<file path="src/rtl/ras_stack.sv">
// Return-address stack: circular DEPTH-entry store of call return PCs.
// Ports: clock/reset, push/pop/push_addr, err_clr in; top_addr, count,
//   empty, full, sticky overflow/underflow out.
module ras_stack #(
  parameter int ADDR_W = 16,
  parameter int DEPTH  = 8,
  parameter int MODE   = 0
) (
  input  logic                       clock,
  input  logic                       reset,
  input  logic                       push,
  input  logic                       pop,
  input  logic [ADDR_W-1:0]          push_addr,
  input  logic                       err_clr,
  output logic [ADDR_W-1:0]          top_addr,
  output logic [$clog2(DEPTH):0]     count,
  output logic                       empty,
  output logic                       full,
  output logic                       overflow,
  output logic                       underflow
);

  localparam int PW = $clog2(DEPTH);
  localparam int CW = PW + 1;
  localparam logic [PW-1:0] P_ONE = PW'(1);
  localparam logic [CW-1:0] C_ONE = CW'(1);
  localparam logic [CW-1:0] C_MAX = CW'(DEPTH);

  logic [ADDR_W-1:0] mem_q [DEPTH];

  logic [PW-1:0] wp_q, wp_d;
  logic [CW-1:0] count_q, count_d;
  logic          ovf_q, ovf_d;
  logic          unf_q, unf_d;

  logic              mem_we;
  logic [PW-1:0]     mem_wa;
  logic [PW-1:0]     top_idx;

  assign top_idx   = wp_q - P_ONE;
  assign empty     = (count_q == '0);
  assign full      = (count_q == C_MAX);
  assign count     = count_q;
  assign overflow  = ovf_q;
  assign underflow = unf_q;
  assign top_addr  = empty ? '0 : mem_q[top_idx];

  always_comb begin
    wp_d    = wp_q;
    count_d = count_q;
    // Clear first so a same-cycle error event below wins.
    ovf_d   = ovf_q & ~err_clr;
    unf_d   = unf_q & ~err_clr;
    mem_we  = 1'b0;
    mem_wa  = wp_q;
    unique case (1'b1)
      (push && pop): begin
        if (empty) begin
          // Pop has nothing to take; the push still lands.
          unf_d   = 1'b1;
          mem_we  = 1'b1;
          wp_d    = wp_q + P_ONE;
          count_d = count_q + C_ONE;
        end else begin
          // Tail call: overwrite top in place.
          mem_we = 1'b1;
          mem_wa = top_idx;
        end
      end
      (push && !pop): begin
        if (!full) begin
          mem_we  = 1'b1;
          wp_d    = wp_q + P_ONE;
          count_d = count_q + C_ONE;
        end else begin
          ovf_d = 1'b1;
          if (MODE == 1) begin
            // Writing at wp clobbers the oldest slot.
            mem_we = 1'b1;
            wp_d   = wp_q + P_ONE;
          end
        end
      end
      (!push && pop): begin
        if (empty) begin
          unf_d = 1'b1;
        end else begin
          wp_d    = wp_q - P_ONE;
          count_d = count_q - C_ONE;
        end
      end
      default: begin
      end
    endcase
  end

  always_ff @(posedge clock or posedge reset) begin
    if (reset) begin
      wp_q    <= '0;
      count_q <= '0;
      ovf_q   <= 1'b0;
      unf_q   <= 1'b0;
    end else begin
      wp_q    <= wp_d;
      count_q <= count_d;
      ovf_q   <= ovf_d;
      unf_q   <= unf_d;
    end
  end

  always_ff @(posedge clock) begin
    if (mem_we) begin
      mem_q[mem_wa] <= push_addr;
    end
  end

endmodule

</file>
<file path="config.mk">
export PLATFORM = sky130hd
export DESIGN_NAME = ras_stack
export DESIGN_NICKNAME = d
export VERILOG_FILES = /design/src/rtl/ras_stack.sv
export SDC_FILE = /design/constraint.sdc
export NUM_CORES = 1
export LEC_CHECK = 0
export BUFFER_PORTS_ARGS = -buffer_cell sky130_fd_sc_hd__buf_2
export CORE_ASPECT_RATIO = 1.25
export CORE_MARGIN = 3
export CORE_UTILIZATION = 35
export DETAILED_ROUTE_END_ITERATION = 10
export PLACE_DENSITY = 0.57
export SYNTH_ARGS = -nofsm -noshare
export SYNTH_HDL_FRONTEND = slang
export SYNTH_SLANG_ARGS = --single-unit
export TNS_END_PERCENT = 30
</file>
<file path="constraint.sdc">
create_clock -name clock -period 3.6 [get_ports clock]
set_input_delay 0.36 -clock clock [delete_from_list [all_inputs] [get_ports clock]]
set_output_delay 0.36 -clock clock [all_outputs]
set_load 0.1 [all_outputs]
</file>
# [Word level (Yosys, flattened, before mapping)]
# Memories as Yosys holds them, arrays and structs flattened.
# Cells that the tools add are included.
[word_totals] inputBits=21 n_memories=1 mem_bits_rw=128 ff_bits=9 out_inout_bits=24 wordCells=44
[classes] add_sub_neg=4 reduce_logical=10 n_bitwise=3 muxes=18 n_eq_ne=4
[memory_table] name="mem_q" words=8 width=16 rd=1 rd_ports_with_merged_regs=0 wr=1 line_no="29" source="logic [ADDR_W-1:0] mem_q [DEPTH];"
[ops] operator="$mux 16" count=1
[ops] operator="$mux 3" count=4
[ops] operator="$mux 4" count=3
[ops] operator="$pmux 4 s3" count=1
[ops] operator="$pmux 3 s3" count=1
[ops] operator="$mux 1" count=7
[ops] operator="$ne 2x2->1 const B" count=3
[ops] operator="$add 4x1->4 const B" count=1
[ops] operator="$eq 4x4->1 const B" count=1
[ops] operator="$logic_not 4->1" count=1
[ops] operator="$reduce_and 4->1" count=1
[ops] operator="$sub 4x1->4 const B" count=1
[ops] operator="$add 3x1->3 const B" count=1
[ops] operator="$logic_and 1x1->1" count=3
[ops] operator="$reduce_and 3->1" count=1
[ops] operator="$reduce_bool 3->1" count=1
[ops] operator="$sub 3x1->3 const B" count=1
[ops] operator="$and 1x1->1" count=2
[ops] operator="$logic_not 1->1" count=2
[ops] operator="$pmux 1 s2" count=1
[ops] operator="$reduce_or 2->1" count=1
[ops] operator="$not 1->1" count=1

# [Depth between registers and ports, before layout]
[logic_depth] word_depth=5 mapped_depth=8 depth_no_buf=6

# [Worst setup path before layout]
# No wires, ideal clock.
[synth_path] path_type="flip-flop to output port" startpoint="register wp_q[0]" endpoint="output top_addr[1]" required_time_ns=3.240 slack_ns=-0.118 path_buffers=3 arrival_ns=3.358 path_stages_with_launch=9 path_cell_list="dfrtp_1 buf_2 clkinv_1 ha_1 buf_4 clkbuf_1 mux4_2 nand2_1 a21oi_1"
[synth_between] elab_chain_cells=3
[synth_rtl] element="start: declaration" line_no="31" source="logic [PW-1:0] wp_q, wp_d;"
[synth_rtl] element="start signal: assignment" line_no="104" source="wp_q <= wp_d;"
[synth_rtl] element="$sub 3x1->3" line_no="40" source="assign top_idx = wp_q - P_ONE;"
[synth_rtl] element="$mem_v2 8x16"
[synth_rtl] element="$mux 16" line_no="46" source="assign top_addr = empty ? '0 : mem_q[top_idx];"
[synth_rtl] element="end: declaration" line_no="15" source="output logic [ADDR_W-1:0] top_addr,"
# No other way between the ends.

# [Worst setup path in the final report]
[layout_path] startpoint="register wp_q[0]" endpoint="output top_addr[7]"
# Same word-level chain as after synthesis.

==> impl_metrics.toml <==
[status]
status = "completed"

[grt]
grt_most_used_layer = "met2"
track_usage = 0.135
antenna_found_initial = 1
grtUsageMet1 = 0.170
grt_pass1_wl_um = 17500
use_met2 = 0.222
grt_overflow = 0
grt_max_degree = 41
grt_pass1_vias = 3050
met3_usage = 0.0432

[timing]
min_period_ns = 3.28
rsz0062_at_grt = "false"
clock_skew_ns = 0.0153
slew_viol_final = 0
tightestPinTransition_ns = 1.13
worst_slack_ns = 0.316
max_slew_margin = 0.246
max_clock_freq_ghz = 0.304
setup_viol = 0
finalCritPeriodShare = 0.912
hold_viol = 0

[logic_synthesis]
yosysTopAreaCellShare = 0.687
avgSynthCellArea_sq_um = 18.1
synth_most_common_cell = "edfxtp_1"
synthesis.nets = 333
ys_ff_latch = 137
yosysUniqueCellTypes = 43
netlist_area_sq_um = 5600
synth_ff_type = "edfxtp_1"
synth_top_cell_by_area = "edfxtp_1"
async_flop_share = 0.0657
syn_inst = 309
yosysSeqAreaShare = 0.727
synth-edff-count = 128
synthTopCellsByCount = "edfxtp_1, nand2_1, mux4_2"
ys_warn_count = 0
ys_top_cells_by_area = "edfxtp_1, mux4_2, dfrtp_1"

[worst_hold_path]
hp-class = "in2reg"

[die]
core_area_sq_um = 15600
ios = 45
start_util = 0.358
die_x_um = 119
rows = 51
dieArea_sq_um = 17600
die_height_um = 147

[drt]
wl_per_cell_um = 19.2
finalWirelength_um = 11400
vias = 2956
ant_nets = 0
drc_errors = 0
routed_via_density = 4.99
drt-initial-drc-count = 208
firstDrtPassIters = 6

[finish]
layout-area-overhead-vs-synth_pct = 24.5
regArea_sq_um = 4070
fillers = 1333
multi_input_area_sq_um = 1460
fin_nets = 391
drive_gt1_frac = 0.363
antenna_cells = 0

[placement]
post-place-ws_ns = 0.729
port_buffers = 44
gp_congestion = 0.744
dp_hpwl_um = 6810

[setup_path]
startpoint_type = "flop"
worstPathMaxFanout = 16
cp.arrival_ns = 2.92
critPathKind = "reg2out"
endpoint_kind = "output port"
crit_required_ns = 3.24

[clocking]
clkLatencyLatePin_ns = 0.42
cts_tree = "built"
clk_pin_slew_ns = 0.06
cts_buffer_depth = 2
cts_buffers = 17
root_buffer = "clkbuf_16"
post_cts_buffers = 0
cts.sinks = 137
h-tree-depth = 4

[job]
drv_cap = 0
[placed cells by master (no fill, tap or decap), types with 2 or more instances in the layout]
cell type	Yosys	final
nand3_1	2	2
o22ai_2	0	8
ha_1	3	3
buf_4	3	11
nand2_1	42	42
nand4_1	2	2
inv_6	0	4
a21oi_1	19	15
inv_1	6	6
o21ai_0	5	5
bufinv_16	0	2
buf_12	0	16
clkinv_4	0	3
clkinvlp_4	0	4
mux4_2	32	32
dfrtp_1	9	8
clkbuf_16	0	17
edfxtp_1	128	128
xnor2_1	4	4
nor3_1	2	2
nand2b_1	2	2
a21oi_2	0	4
buf_2	9	28
nor2_1	4	4
[flip-flops by register name (all words and copies together) (netlist names)]
register,flops
count,4
mem_q,128
overflow,1
underflow,1
wp_q,3
[worst paths after layout]
path	startpoint	to	slack, ns	cells past startpoint
min reg2reg	overflow$_DFF_PP0_	overflow$_DFF_PP0_	0.53	2
min in group asynchronous	reset	count[1]$_DFFE_PP0P_	0.46	3
max	wp_q[0]$_DFFE_PP0P_	top_addr[7]	0.32	7
min	err_clr	underflow$_DFF_PP0_	0.16	2
max reg2reg	wp_q[0]$_DFFE_PP0P_	mem_q[0][1]$_DFFE_PP_	0.83	4
max in group asynchronous	reset	wp_q[0]$_DFFE_PP0P_	2.85	3
[per-stage QoR]
stage / hold WS, ns / std cells / cell area [sq um] / TNS (ns) / utilization
2_1_floorplan: 0.188 / 309 / 5610 / -0.961 / -
3_3_place_gp: 0.349 / 559 / 6370 / 0 / 0.407
3_5_place_dp: 0.357 / 559 / 6370 / 0 / 0.407
4_1_cts: 0.133 / 592 / 6970 / 0 / 0.446
5_1_grt: 0.136 / 592 / 6970 / 0 / 0.446
6_report: 0.157 / 592 / 6970 / 0 / 0.446
[layout make-up]
type,count,share of cell area
Sequential cell,137,0.584
Multi-Input combinational cell,148,0.210
Timing Repair Buffer,56,0.0793
Clock buffer,18,0.0616
Tap cell,212,0.0381
Clock inverter,14,0.0233
Inverter,7,0.00377
[cells by family after synthesis]
group,count (synthesis),share of synthesized area
buf+inv,24,0.0232
compound gates,42,0.0483
flops,137,0.727
xor+xnor,5,0.00782
mux,33,0.131
simple gates,65,0.0566
fa+ha+maj,3,0.00671
[routing by layer]
layer / part of all wire / wire length (um)
met2: 0.52 / 5910
met5: 0.00062 / 7
met4: 0.011 / 124
met3: 0.053 / 604
met1: 0.41 / 4710
[what timing repair did]
| action | 4_1_cts | 5_1_grt |
|---|---|---|
| gates resized for setup | 0 | 0 |
| hold buffers | 1 | 0 |
| endpoints found under the hold margin | 9 | 0 |
[critical path, stage by stage, from the launching register on]
cell and delay, ns:
dfrtp_2 0.36, clkinv_1 0.21, ha_1 0.73, buf_4 0.37
mux4_2 0.24, nand2_1 0.05, a21oi_1 0.31, buf_12 0.22
Power is not shown: default switching activity piles up to over one toggle a cycle in this logic, so the estimate is an artifact.
